[src/rtl/alu_issue_sched_if.sv]
// Signal bundle between the ALU reservation station and its neighbours:
// dispatch, CDB broadcast, the combinational ALU and the CDB arbiter.
interface alu_issue_sched_if #(
    parameter int DEPTH = 4,
    parameter int TAG_W = 5
);
    localparam int CNT_W = $clog2(DEPTH + 1);

    logic             flush;

    logic             disp_valid;
    logic             disp_ready;
    logic [3:0]       disp_op;
    logic [TAG_W-1:0] disp_tag;
    logic             disp_a_rdy;
    logic [31:0]      disp_a_val;
    logic [TAG_W-1:0] disp_a_tag;
    logic             disp_b_rdy;
    logic [31:0]      disp_b_val;
    logic [TAG_W-1:0] disp_b_tag;

    logic             cdb_valid;
    logic [TAG_W-1:0] cdb_tag;
    logic [31:0]      cdb_data;

    logic [3:0]       alu_op;
    logic [31:0]      alu_a;
    logic [31:0]      alu_b;
    logic [31:0]      alu_result;

    logic             res_valid;
    logic             res_ready;
    logic [TAG_W-1:0] res_tag;
    logic [31:0]      res_data;

    logic [CNT_W-1:0] rs_count;

    modport slave (
        input  flush,
        input  disp_valid, disp_op, disp_tag,
        input  disp_a_rdy, disp_a_val, disp_a_tag,
        input  disp_b_rdy, disp_b_val, disp_b_tag,
        input  cdb_valid, cdb_tag, cdb_data,
        input  alu_result, res_ready,
        output disp_ready, alu_op, alu_a, alu_b,
        output res_valid, res_tag, res_data, rs_count
    );

    modport master (
        output flush,
        output disp_valid, disp_op, disp_tag,
        output disp_a_rdy, disp_a_val, disp_a_tag,
        output disp_b_rdy, disp_b_val, disp_b_tag,
        output cdb_valid, cdb_tag, cdb_data,
        output alu_result, res_ready,
        input  disp_ready, alu_op, alu_a, alu_b,
        input  res_valid, res_tag, res_data, rs_count
    );
endinterface

[src/rtl/alu_issue_sched.sv]
// ALU reservation station: buffers dispatched uops, wakes operands off the CDB,
// issues the oldest ready uop to the ALU and holds its result for the CDB arbiter.
module alu_issue_sched #(
    parameter int DEPTH = 4,
    parameter int TAG_W = 5
) (
    input  logic             clk,
    input  logic             rst_n,
    alu_issue_sched_if.slave bus
);
    localparam int CNT_W = $clog2(DEPTH + 1);
    localparam int IDX_W = (DEPTH > 1) ? $clog2(DEPTH) : 1;

    typedef struct packed {
        logic             valid;
        logic [3:0]       op;
        logic [TAG_W-1:0] tag;
        logic             a_rdy;
        logic [31:0]      a_val;
        logic [TAG_W-1:0] a_tag;
        logic             b_rdy;
        logic [31:0]      b_val;
        logic [TAG_W-1:0] b_tag;
    } entry_t;

    entry_t           ent_q   [DEPTH];
    entry_t           ent_d   [DEPTH];
    // older_q[i][j] set means entry i was dispatched before entry j
    logic [DEPTH-1:0] older_q [DEPTH];
    logic [DEPTH-1:0] older_d [DEPTH];
    logic             res_valid_q, res_valid_d;
    logic [TAG_W-1:0] res_tag_q, res_tag_d;
    logic [31:0]      res_data_q, res_data_d;
    logic [CNT_W-1:0] count_q, count_d;

    logic [DEPTH-1:0] rdy_vec;
    logic             disp_ready, can_issue, issue, issue_fire, alloc;
    logic [IDX_W-1:0] iss_idx, free_idx;

    assign disp_ready = (count_q != CNT_W'(DEPTH));
    assign can_issue  = !res_valid_q || bus.res_ready;
    assign alloc      = bus.disp_valid && disp_ready && !bus.flush;
    assign issue_fire = issue && !bus.flush;

    always_comb begin
        rdy_vec  = '0;
        issue    = 1'b0;
        iss_idx  = '0;
        free_idx = '0;
        for (int i = 0; i < DEPTH; i++) begin
            rdy_vec[i] = ent_q[i].valid && ent_q[i].a_rdy && ent_q[i].b_rdy;
        end
        // The oldest ready entry is the one older than every other ready entry
        for (int i = 0; i < DEPTH; i++) begin
            if (rdy_vec[i] && (((older_q[i] | (DEPTH'(1) << i)) & rdy_vec) == rdy_vec)) begin
                issue   = can_issue;
                iss_idx = IDX_W'(i);
            end
        end
        for (int i = DEPTH - 1; i >= 0; i--) begin
            if (!ent_q[i].valid) begin
                free_idx = IDX_W'(i);
            end
        end
    end

    always_comb begin
        ent_d       = ent_q;
        older_d     = older_q;
        res_valid_d = res_valid_q;
        res_tag_d   = res_tag_q;
        res_data_d  = res_data_q;
        count_d     = count_q + CNT_W'(alloc) - CNT_W'(issue_fire);

        for (int i = 0; i < DEPTH; i++) begin
            if (ent_q[i].valid && !ent_q[i].a_rdy && bus.cdb_valid && (ent_q[i].a_tag == bus.cdb_tag)) begin
                ent_d[i].a_rdy = 1'b1;
                ent_d[i].a_val = bus.cdb_data;
            end
            if (ent_q[i].valid && !ent_q[i].b_rdy && bus.cdb_valid && (ent_q[i].b_tag == bus.cdb_tag)) begin
                ent_d[i].b_rdy = 1'b1;
                ent_d[i].b_val = bus.cdb_data;
            end
        end

        if (issue_fire) begin
            ent_d[iss_idx].valid = 1'b0;
            res_valid_d          = 1'b1;
            res_tag_d            = ent_q[iss_idx].tag;
            res_data_d           = bus.alu_result;
        end else if (bus.res_ready) begin
            res_valid_d = 1'b0;
        end

        // A dispatching operand may be satisfied by the CDB broadcast of the same cycle
        if (alloc) begin
            ent_d[free_idx].valid = 1'b1;
            ent_d[free_idx].op    = bus.disp_op;
            ent_d[free_idx].tag   = bus.disp_tag;
            ent_d[free_idx].a_rdy = bus.disp_a_rdy || (bus.cdb_valid && (bus.cdb_tag == bus.disp_a_tag));
            ent_d[free_idx].a_val = bus.disp_a_rdy ? bus.disp_a_val : bus.cdb_data;
            ent_d[free_idx].a_tag = bus.disp_a_tag;
            ent_d[free_idx].b_rdy = bus.disp_b_rdy || (bus.cdb_valid && (bus.cdb_tag == bus.disp_b_tag));
            ent_d[free_idx].b_val = bus.disp_b_rdy ? bus.disp_b_val : bus.cdb_data;
            ent_d[free_idx].b_tag = bus.disp_b_tag;
            for (int j = 0; j < DEPTH; j++) begin
                older_d[j][free_idx] = 1'b1;
            end
            older_d[free_idx] = '0;
        end

        if (bus.flush) begin
            for (int i = 0; i < DEPTH; i++) begin
                ent_d[i].valid = 1'b0;
            end
            res_valid_d = 1'b0;
            count_d     = '0;
        end
    end

    always_ff @(posedge clk or negedge rst_n) begin
        if (!rst_n) begin
            for (int i = 0; i < DEPTH; i++) begin
                ent_q[i]   <= '0;
                older_q[i] <= '0;
            end
            res_valid_q <= 1'b0;
            res_tag_q   <= '0;
            res_data_q  <= '0;
            count_q     <= '0;
        end else begin
            ent_q       <= ent_d;
            older_q     <= older_d;
            res_valid_q <= res_valid_d;
            res_tag_q   <= res_tag_d;
            res_data_q  <= res_data_d;
            count_q     <= count_d;
        end
    end

    assign bus.disp_ready = disp_ready;
    assign bus.alu_op     = issue ? ent_q[iss_idx].op    : 4'd0;
    assign bus.alu_a      = issue ? ent_q[iss_idx].a_val : 32'd0;
    assign bus.alu_b      = issue ? ent_q[iss_idx].b_val : 32'd0;
    assign bus.res_valid  = res_valid_q;
    assign bus.res_tag    = res_tag_q;
    assign bus.res_data   = res_data_q;
    assign bus.rs_count   = count_q;
endmodule

[src/flat_wrapper.sv]
// flat-port wrapper written by rule: the top's interface ports become plain ports
module alu_issue_sched_flat 
#(
    parameter int DEPTH = 4,
    parameter int TAG_W = 5
)
  (clk, rst_n, bus_flush, bus_disp_valid, bus_disp_op, bus_disp_tag, bus_disp_a_rdy, bus_disp_a_val, bus_disp_a_tag, bus_disp_b_rdy, bus_disp_b_val, bus_disp_b_tag, bus_cdb_valid, bus_cdb_tag, bus_cdb_data, bus_alu_result, bus_res_ready, bus_disp_ready, bus_alu_op, bus_alu_a, bus_alu_b, bus_res_valid, bus_res_tag, bus_res_data, bus_rs_count);
  alu_issue_sched_if #(.DEPTH(DEPTH), .TAG_W(TAG_W)) bus_i ();
  input  logic clk;
  input  logic rst_n;
  input wire logic [$bits(bus_i.flush)-1:0] bus_flush;
  input wire logic [$bits(bus_i.disp_valid)-1:0] bus_disp_valid;
  input wire logic [$bits(bus_i.disp_op)-1:0] bus_disp_op;
  input wire logic [$bits(bus_i.disp_tag)-1:0] bus_disp_tag;
  input wire logic [$bits(bus_i.disp_a_rdy)-1:0] bus_disp_a_rdy;
  input wire logic [$bits(bus_i.disp_a_val)-1:0] bus_disp_a_val;
  input wire logic [$bits(bus_i.disp_a_tag)-1:0] bus_disp_a_tag;
  input wire logic [$bits(bus_i.disp_b_rdy)-1:0] bus_disp_b_rdy;
  input wire logic [$bits(bus_i.disp_b_val)-1:0] bus_disp_b_val;
  input wire logic [$bits(bus_i.disp_b_tag)-1:0] bus_disp_b_tag;
  input wire logic [$bits(bus_i.cdb_valid)-1:0] bus_cdb_valid;
  input wire logic [$bits(bus_i.cdb_tag)-1:0] bus_cdb_tag;
  input wire logic [$bits(bus_i.cdb_data)-1:0] bus_cdb_data;
  input wire logic [$bits(bus_i.alu_result)-1:0] bus_alu_result;
  input wire logic [$bits(bus_i.res_ready)-1:0] bus_res_ready;
  output wire logic [$bits(bus_i.disp_ready)-1:0] bus_disp_ready;
  output wire logic [$bits(bus_i.alu_op)-1:0] bus_alu_op;
  output wire logic [$bits(bus_i.alu_a)-1:0] bus_alu_a;
  output wire logic [$bits(bus_i.alu_b)-1:0] bus_alu_b;
  output wire logic [$bits(bus_i.res_valid)-1:0] bus_res_valid;
  output wire logic [$bits(bus_i.res_tag)-1:0] bus_res_tag;
  output wire logic [$bits(bus_i.res_data)-1:0] bus_res_data;
  output wire logic [$bits(bus_i.rs_count)-1:0] bus_rs_count;
  assign bus_i.flush = bus_flush;
  assign bus_i.disp_valid = bus_disp_valid;
  assign bus_i.disp_op = bus_disp_op;
  assign bus_i.disp_tag = bus_disp_tag;
  assign bus_i.disp_a_rdy = bus_disp_a_rdy;
  assign bus_i.disp_a_val = bus_disp_a_val;
  assign bus_i.disp_a_tag = bus_disp_a_tag;
  assign bus_i.disp_b_rdy = bus_disp_b_rdy;
  assign bus_i.disp_b_val = bus_disp_b_val;
  assign bus_i.disp_b_tag = bus_disp_b_tag;
  assign bus_i.cdb_valid = bus_cdb_valid;
  assign bus_i.cdb_tag = bus_cdb_tag;
  assign bus_i.cdb_data = bus_cdb_data;
  assign bus_i.alu_result = bus_alu_result;
  assign bus_i.res_ready = bus_res_ready;
  assign bus_disp_ready = bus_i.disp_ready;
  assign bus_alu_op = bus_i.alu_op;
  assign bus_alu_a = bus_i.alu_a;
  assign bus_alu_b = bus_i.alu_b;
  assign bus_res_valid = bus_i.res_valid;
  assign bus_res_tag = bus_i.res_tag;
  assign bus_res_data = bus_i.res_data;
  assign bus_rs_count = bus_i.rs_count;
  alu_issue_sched #(.DEPTH(DEPTH), .TAG_W(TAG_W)) u_core (.clk(clk), .rst_n(rst_n), .bus(bus_i));
endmodule
[config.mk]
export PLATFORM = sky130hd
export DESIGN_NAME = alu_issue_sched_flat
export DESIGN_NICKNAME = d
export VERILOG_FILES = /design/src/rtl/alu_issue_sched_if.sv /design/src/rtl/alu_issue_sched.sv /design/src/flat_wrapper.sv
export SDC_FILE = /design/constraint.sdc
export NUM_CORES = 1
export LEC_CHECK = 0
export ABC_AREA = 1
export ABC_CLOCK_PERIOD_IN_PS = 3000
export CORE_UTILIZATION = 33
export CTS_CLUSTER_DIAMETER = 150
export DETAILED_ROUTE_END_ITERATION = 8
export SLEW_MARGIN = 20
export SYNTH_ARGS = -nofsm -noshare
export SYNTH_HDL_FRONTEND = slang
export SYNTH_SLANG_ARGS = --single-unit
[constraint.sdc]
create_clock -name clk -period 3 [get_ports clk]
set_input_delay 0.45 -clock clk [delete_from_list [all_inputs] [get_ports clk]]
set_output_delay 0.45 -clock clk [all_outputs]
set_load 0.02 [all_outputs]
[Yosys cells after proc, flatten, opt, wreduce, memory -nomap -nowiden]
Cells that the tools add are included.
Word-level totals
  flip-flop bits (word level): 401
  logic and storage cells: 208
  input bits: 160
  output and inout port bits: 110
Operators by class
  equality and inequality tests: 15
  muxes and demuxes: 71
  bitwise operators: 12
  reduce and logical (&&, ||, !) cells: 58
  $add $sub $neg: 2
  $lt $le $gt $ge: 6
Operators by type and width (count)
  bitwise mux 344 bit: 10
  demux 86 bit (select 2 bit): 10
  2-to-1 mux 344 bit: 2
  2-to-1 mux 33 bit: 8
  2-to-1 mux 85 bit: 3
  binary-select mux 86 bit (select 2 bit): 1
  2-to-1 mux 86 bit: 2
  2-to-1 mux 32 bit: 4
  2-to-1 mux 81 bit: 1
  2-to-1 mux 76 bit: 1
  2-to-1 mux 75 bit: 1
  equality test 5 bit: 10
  logical AND 1 bit: 44
  2-to-1 mux 43 bit: 1
  2-to-1 mux 38 bit: 1
  2-to-1 mux 37 bit: 1
  AND 16 bit: 1
  AND 4 bit: 4
  equality test 4 bit: 4
  NOT 16 bit: 1
  OR 4 bit: 4
  2-to-1 mux 1 bit: 13
  2-to-1 mux 2 bit: 6
  zero test 1 bit: 10
  15 further kinds: 21

[Logic depth before layout (Yosys ltp)]
Gate-level depths: netlist of the first run.
  depth in word-level cells: 26
  depth in mapped cells: 16
  gate-level depth less buffers: 15

[Worst setup path before layout of the first run]
No wires, ideal clock.
  kind: register to register
  start point: reg u_core.ent_q[343] in the netlist's numbering
  end point: reg u_core.count_q[2] (netlist: u_core.bus.rs_count[2])
  arrival time: 2.266 ns
  stages on the path, launching flop included: 17
  period minus slack after synthesis: 2.389 ns
  slack: 0.611 ns
  path buffers: 1
  setup time: 0.123 ns
  required time: 2.877 ns
  cell sequence: dfrtp_1 > nand3_1 > inv_1 > nand2_1 > nand2_1 > nor2_2 > nor2_1 > nand2_2 > nand2_2 > nor2_4 > buf_4 > xor2_1 > ha_1 > inv_1 > fa_1 > xor2_1 > nor2_1
Between the ends
  longest elaborated chain between the ends: 12
  elaborated cells between the ends (all ways): 21
  those cells by class: add/sub (1); eq/ne (4); mux (5); bitwise (4); reduce/logical (7)
Ends and longest elaborated chain
  from (decl): line alu_issue_sched.sv:26  | entry_t ent_q [DEPTH];
  from (signal assigned): line alu_issue_sched.sv:132  | ent_q <= ent_d;
  logical AND 1 bit * (2 in a row): line alu_issue_sched.sv:51  | rdy_vec[i] = ent_q[i].valid && ent_q[i].a_rdy && ent_q[i].b_rdy;
  AND 4 bit: line alu_issue_sched.sv:55  | if (rdy_vec[i] && (((older_q[i] | (DEPTH'(1) << i)) & rdy_vec) == rdy_vec)) begin
  equality test 4 bit: line alu_issue_sched.sv:55
  logical AND 1 bit: line alu_issue_sched.sv:55
  2-to-1 mux 1 bit (3 in a row): line alu_issue_sched.sv:55
  2-to-1 mux 1 bit *: line alu_issue_sched.sv:55
  logical AND 1 bit *: line alu_issue_sched.sv:43  | assign issue_fire = issue && !bus.flush;
  subtractor 3 x 1 -> 3 bit *: line alu_issue_sched.sv:73  | count_d = count_q + CNT_W'(alloc) - CNT_W'(issue_fire);
  2-to-1 mux 3 bit *: line alu_issue_sched.sv:112  | if (bus.flush) begin
  named net u_core.count_d[2]: line alu_issue_sched.sv:34  | logic [CNT_W-1:0] count_q, count_d;
  to (signal assigned): line alu_issue_sched.sv:137  | count_q <= count_d;
  to (decl): line alu_issue_sched.sv:34
Mark *: on every way through the listed nets, which the timed path passes. The rest lies on a longest branch.
A chain may end at the register's enable or synchronous reset.

[Final worst setup path of the first run]
  start point: reg u_core.ent_q[161] in the netlist's numbering
  end point: out bus_alu_b[29]
Between the ends
  longest elaborated chain between the ends: 13
  elaborated cells between the ends (all ways): 26
  those cells by class: eq/ne (4); mux (11); bitwise (5); reduce/logical (6)
Ends and longest elaborated chain
  logical AND 1 bit * (2 in a row): line alu_issue_sched.sv:51
  AND 4 bit: line alu_issue_sched.sv:55
  equality test 4 bit: line alu_issue_sched.sv:55
  logical AND 1 bit: line alu_issue_sched.sv:55
  2-to-1 mux 1 bit: line alu_issue_sched.sv:55
  2-to-1 mux 2 bit (2 in a row): line alu_issue_sched.sv:55
  NOT 2 -> 3 bit (not written as such): line alu_issue_sched.sv:144  | assign bus.alu_b = issue ? ent_q[iss_idx].b_val : 32'd0;
  binary-select mux 86 bit (select 2 bit): line alu_issue_sched.sv:144
  2-to-1 mux 85 bit (2 in a row)
  2-to-1 mux 32 bit *: line alu_issue_sched.sv:144
  to (decl): line flat_wrapper.sv:29  | output wire logic [$bits(bus_i.alu_b)-1:0] bus_alu_b;
Every way passes the cells marked *; elsewhere a longest branch is shown, timed or not. The select of a mux whose other input is x is not followed.

==> results of run 1 <==
-- synthesized netlist by cell type --
cell type  count  area share
inv_1        449       0.079
o21a_1         1     0.00035
clkbuf_1     103       0.018
nor2_1       151       0.026
xnor2_1       10      0.0041
o21ai_2        1     0.00041
nor4_1         1     0.00029
nor3b_1        1     0.00035
a22oi_1        2     0.00070
nand4_1       15      0.0044
buf_2         80       0.019
nand2_2        4      0.0012
buf_1          5     0.00088
nor2_2         3     0.00088
fa_1           1     0.00094
o22ai_1       10      0.0029
dfrtp_1      397        0.46
nor3_4         1     0.00076
buf_4          8      0.0028
nor2_4         3      0.0016
xor2_1        24      0.0098
nand2_1      604        0.11
a21oi_1      301       0.070
a31oi_1        1     0.00029
ha_1           1     0.00058
inv_2         11      0.0019
o21ai_1       14      0.0033
nand3_2        2     0.00094
a211oi_1       2     0.00070
o21ai_0      663        0.15
nand3_1       81       0.019
buf_6          4      0.0021
nor3_1         7      0.0016
-- critical path, stage by stage, from the launching register on --
cell	delay [ns]
dfrtp_1	0.41
nand3_2	0.12
nor2_1	0.13
nor2_2	0.06
nand2_4	0.11
nand2_4	0.09
nor3_4	0.16
buf_12	0.17
buf_4	0.13
buf_16	0.12
nand2_1	0.06
nand2_2	0.12
nand2_1	0.11
inv_1	0.06
buf_4	0.13
-- routing by layer --
metal	share of wire	vias to the layer above
li1	-	9953
met1	0.45	9556
met2	0.47	560
met3	0.047	104
met4	0.027	0
met5	0	-
-- layout make-up --
class / count / area [sq um]
Fill cell: 6476 / 36100
Sequential cell: 397 / 9930
Multi-Input combinational cell: 1904 / 9360
Timing Repair Buffer: 383 / 4450
Inverter: 460 / 1750
Clock buffer: 69 / 1370
Tap cell: 855 / 1070
Clock inverter: 15 / 179
Antenna cell: 1 / 2.50
-- repair_timing --
item	in CTS	in global routing
pin swaps	7	33
gates cloned	10	5
setup buffers	13	6
hold buffers	1	0
hold endpoints to repair	59	0
gates resized for setup	362	212
endpoints found under the setup margin	68	68
-- state kept, by name, indices dropped and copies added (netlist names), named ones only --
name and count:
u_core.bus.res_tag 5, u_core.bus.rs_count 3, u_core.bus.res_data 32, u_core.ent_q 344
u_core.older_q 4, u_core.bus.res_valid 1
-- worst paths after layout --
kind / cells past startpoint / endpoint / slack [ns]
max in group asynchronous: 3 / u_core.ent_q[86]$_DFFE_PN0P_ / 1.68
worst max register to register: 15 / u_core.bus.rs_count[1]$_DFF_PN0_ / 0.49
worst min-delay path: 3 / u_core.bus.res_data[6]$_DFFE_PN0P_ / 0.40
min in group asynchronous: 2 / u_core.ent_q[225]$_DFF_PN0_ / 0.46
worst min register to register: 2 / u_core.bus.res_data[26]$_DFFE_PN0P_ / 0.47
worst max-delay path: 14 / bus_alu_b[29] / 0.005
-- power by group --
part           total [mW]  internal, mW  switching, mW
registers            7.86          6.90          0.961
clock network        5.77          3.42           2.36
logic                5.73          2.53           3.20
total                19.4          12.8           6.52
-- metrics by stage --
| step | setup TNS [ns] | power (mW) | area [sq um] | instances | setup slack, ns |
|---|---|---|---|---|---|
| after floorplan | 0 | 11.0 | 21400 | 2961 | 0.611 |
| after global placement | 0 | 13.0 | 25400 | 3964 | 0.110 |
| after detailed placement | 0 | 13.1 | 25400 | 3964 | 0.0962 |
| after CTS | -0.378 | 19.1 | 27300 | 4072 | -0.0735 |
| after global routing | -5.30 | 20.6 | 28100 | 4084 | -0.138 |
| final | 0 | 19.4 | 28100 | 4084 | 0.00519 |
-- placed cells by master, fill, tap and decap left out, types with 3 or more instances in the layout --
cell type        instances
a21oi_1                265
a21oi_2                 27
a21oi_4                  9
buf_12                  42
buf_16                  13
buf_2                    8
buf_4                   68
buf_6                   44
bufinv_16                3
clkbuf_1                11
clkbuf_16               52
clkbuf_8                11
clkdlybuf4s50_1        198
clkinv_2                10
dfrtp_1                397
inv_1                  425
inv_2                   31
nand2_1                543
nand2_2                 48
nand2_4                 16
nand3_1                 77
nand3_2                  5
nand4_1                 15
nor2_1                 144
nor2_2                   5
nor2_4                   8
nor3_1                   7
o21ai_0                647
o21ai_1                 28
o21ai_2                  3
o22ai_1                 10
xnor2_1                 10
xor2_1                  24
-- kinds of logic after synthesis --
family	after synthesis	synth area share
compound gates	995	0.234
xor+xnor	34	0.0139
fa+ha+maj	2	0.00152
buf+inv	660	0.123
flops	397	0.464
simple gates	873	0.163
==> impl_metrics.json, run 1 <==
{
  "status": "finished, final reports clean",
  "drt-total-wl_mm": 75.8,
  "rsz0062_at_grt": "true",
  "clock-sinks": 397,
  "r2r-start": "u_core.ent_q[333]$_DFF_PN0_",
  "path_max_fanout": 5,
  "p_leak_nw": 13.9,
  "die-area_sq_um": 65900,
  "hold_start": "bus_alu_result[6]",
  "worstMarginPinSlew_ns": 0.626,
  "via_count": 20200,
  "synth_area_per_cell_sq_um": 7.23,
  "antenna_found_initial": 1,
  "arrival_ns": 2.54,
  "max_freq_mhz": 334,
  "grt_util_met1": 0.304,
  "met2_usage": 0.371,
  "power.density_nw_per_um2": 689,
  "num_rows": 93,
  "cts_buffers": 47,
  "initial_core_util": 0.333,
  "drc": 0,
  "period_minus_slack_ns": 2.99,
  "max-clock-path-buffers": 3,
  "route.antenna.remaining_nets": 0,
  "finalSetupViolCount": 0,
  "grt_use_total": 0.224,
  "synth_cell_types": 33,
  "boundaryPins": 270,
  "grt_start_max_net_pins": 77,
  "maxSlewHeadroom": 0.578,
  "viasPerCell": 4.94,
  "netlist_instances": 2961,
  "gr-total-overflow": 0,
  "finalClockSkew_ns": 0.0283,
  "wl_per_cell_um": 18.6,
  "core_sq_um": 64200,
  "worstSkewPairLatency_ns": 0.59,
  "use_met3": 0.0261,
  "period_share": 0.998,
  "layout-drive-gt1-share": 0.129,
  "cts_tree": "done",
  "fin_hold_ws_ns": 0.396,
  "area_delta_synth_final_pct": 31.3,
  "max-vdd-ir-drop_mv": 0.350,
  "seq_area_frac_synth": 0.464,
  "grt-busiest-layer": "met2",
  "hold_path_class": "in -> reg",
  "drv_slew": 0,
  "dieWidth_um": 257,
  "path_clk_slew_ns": 0.06,
  "hold_viol": 0,
  "grt_pass1_wl_mm": 116,
  "drt_iter0_drc": 1696,
  "mappedNetlistArea_sq_um": 21400,
  "h-tree-depth": 2,
  "crit_type": "reg -> out",
  "yosysWarningCount": 0,
  "cts-root-buf": "clkbuf_16",
  "crit_start": "u_core.ent_q[161]$_DFF_PN0_",
  "critPathCaptureType": "primary output",
  "grt_pass1_vias": 19300,
  "cap_violations": 0,
  "synth_fp_nets": 3123,
  "io_buffer_count": 269,
  "required_ns": 2.55,
  "fin_util": 0.438,
  "dp_hpwl_mm": 45.9,
  "die_y_um": 257,
  "start_kind": "register",
  "gp_congestion": 0.843,
  "first_pass_iters": 7,
  "fin_nets": 3355,
  "ys_ff_latch": 397
}
Power figures use the tool's default switching activity.
==> run 2, diff against run 1 <==
Settings changed: CORE_UTILIZATION 33 to 56, PLACE_DENSITY from default to 0.8, SKIP_LAST_GASP from default to 1.
==> run 2 against run 1 <==
The flow now finishes with violations (negative setup slack); combinational power decreased by 5.1%; sequential power decreased by 0.8%; final cell count decreased by 9.1%; clock skew decreased by 0.0024 ns; utilization increased by 27 points; flip-flop and latch count unchanged; maximum frequency decreased by 1.7%; largest cell class unchanged; critical path depth decreased by 2.
==> impl_metrics.json, run 2 (synthesis gave the netlist of run 1 again) <==
{
  "status": "complete, but fails checks",
  "violations": "negative setup slack",
  "max_freq_mhz": 328,
  "start_kind": "register",
  "critPathCaptureType": "primary output",
  "largest_reg_flops": 344,
  "grt_pass1_wl_mm": 108,
  "hold_path_class": "in -> async",
  "dp_hpwl_mm": 39.5,
  "finalClockSkew_ns": 0.0259,
  "path_clk_slew_ns": 0.06,
  "antenna_found_initial": 1,
  "drt_iter0_drc": 2495,
  "p_leak_nw": 13.5,
  "layout-drive-gt1-share": 0.0909,
  "tns_ns": -0.289,
  "path_max_fanout": 86,
  "final_area_sq_um": 26600,
  "max-vdd-ir-drop_mv": 0.419,
  "largest_register": "u_core.ent_q",
  "grt_pass1_vias": 20900,
  "crit_type": "reg -> out",
  "final_cell_mix": "o21ai_0 (658), nand2_1 (593), inv_1 (445)",
  "rsz0062_at_grt": "true",
  "dp_slack_ns": 0.0722,
  "maxSlewHeadroom": 0.413,
  "setup_ws_ns": -0.0470,
  "first_pass_iters": 6,
  "grt_start_max_net_pins": 105,
  "finalSetupViolCount": 16,
  "h-tree-depth": 2,
  "arrival_ns": 2.60,
  "cts_buffers": 42,
  "cap_violations": 0,
  "num_rows": 71,
  "initial_core_util": 0.568,
  "wl_per_cell_um": 18.9,
  "nFillCells": 3040,
  "die_y_um": 198,
  "period_share": 1.02,
  "io_buffer_count": 269,
  "gp_congestion": 0.893,
  "area_delta_synth_final_pct": 24.1,
  "period_minus_slack_ns": 3.05,
  "required_ns": 2.55,
  "die-area_sq_um": 39000,
  "fin_nets": 3329,
  "max-clock-path-buffers": 3,
  "core_sq_um": 37700,
  "route.antenna.remaining_nets": 0,
  "worstMarginPinSlew_ns": 0.881,
  "drt-total-wl_mm": 70.0,
  "postPlaceCellArea_sq_um": 24600,
  "drc": 0,
  "via_count": 21500,
  "cts_tree": "done",
  "power.density_nw_per_um2": 697,
  "viasPerCell": 5.78,
  "cts-root-buf": "clkbuf_16",
  "boundaryPins": 270,
  "hold_viol": 0,
  "final_common_cell": "o21ai_0",
  "dieWidth_um": 198,
  "grt_use_total": 0.348,
  "worstSkewPairLatency_ns": 0.55,
  "drv_slew": 0,
  "gr-total-overflow": 0,
  "clock-sinks": 397
}
[run 2: repair_timing]
item	CTS	global route
gates resized for setup	243	105
endpoints found under the setup margin	68	68
hold buffers	1	0
hold endpoints to repair	15	0
setup buffers	11	12
pin swaps	4	8
cloned	4	9
[run 2: stage by stage]
stage          hold WS [ns]  cells   util  power, mW
3_3_place_gp          0.300   3597  0.654       12.8
3_5_place_dp          0.303   3597  0.654       13.0
6_report              0.340   3713  0.705       18.5
4_1_cts               0.348   3690  0.697       18.3
2_1_floorplan         0.154   2961      -       11.0
5_1_grt               0.357   3712  0.705       19.6
[run 2: report_power, final]
part           internal (mW)  switching, mW
Sequential              6.90          0.903
Clock                   3.11           2.17
Combinational           2.30           3.14
[run 2: worst max-delay path: stages, from the launching register on]
cell and delay, ns:
dfrtp_1 0.41, nand3_1 0.14, nor2_2 0.05, nor2_2 0.15, nand2_4 0.10, buf_12 0.20
nand3_1 0.17, o21ai_0 0.14, a21oi_1 0.15, nand2_1 0.10, nand2_1 0.09, inv_1 0.04
clkdlybuf4s15_2 0.25
[run 2: path summary, 6_finish.rpt]
kind / startpoint / cells after the start / slack [ns] / end
min in group clk: bus_alu_result[21] / 3 / 0.46 / u_core.bus.res_data[21]$_DFFE_PN0P_
worst min-delay path: rst_n / 2 / 0.34 / u_core.ent_q[137]$_DFF_PN0_
worst max-delay path: u_core.ent_q[257]$_DFF_PN0_ / 12 / -0.05 / bus_alu_a[16]
worst max register to register: u_core.ent_q[295]$_DFF_PN0_ / 14 / 0.51 / u_core.bus.rs_count[1]$_DFF_PN0_
max in group asynchronous: rst_n / 3 / 1.80 / u_core.ent_q[127]$_DFFE_PN0P_
worst min register to register: u_core.bus.res_data[16]$_DFFE_PN0P_ / 2 / 0.47 / u_core.bus.res_data[16]$_DFFE_PN0P_
[run 2: final cells by class]
cell class                 count  area [sq um]  area share
sequential                   397          9930       0.374
tap                          511           639      0.0241
clock buffer                  67          1290      0.0484
timing repair buffer         362          3840       0.144
clock inverter                10           106     0.00400
multi-input combinational   1904          9010       0.339
antenna                        2          5.00    0.000188
inverter                     460          1740      0.0653
[run 2: metal layers]
metal  track usage  up-vias  wire length, um
li1              -     9882                -
met1         0.457    10100            27500
met2         0.565     1299            32800
met3        0.0565      202             7220
met4         0.160        0             2510
met5             0        -                0
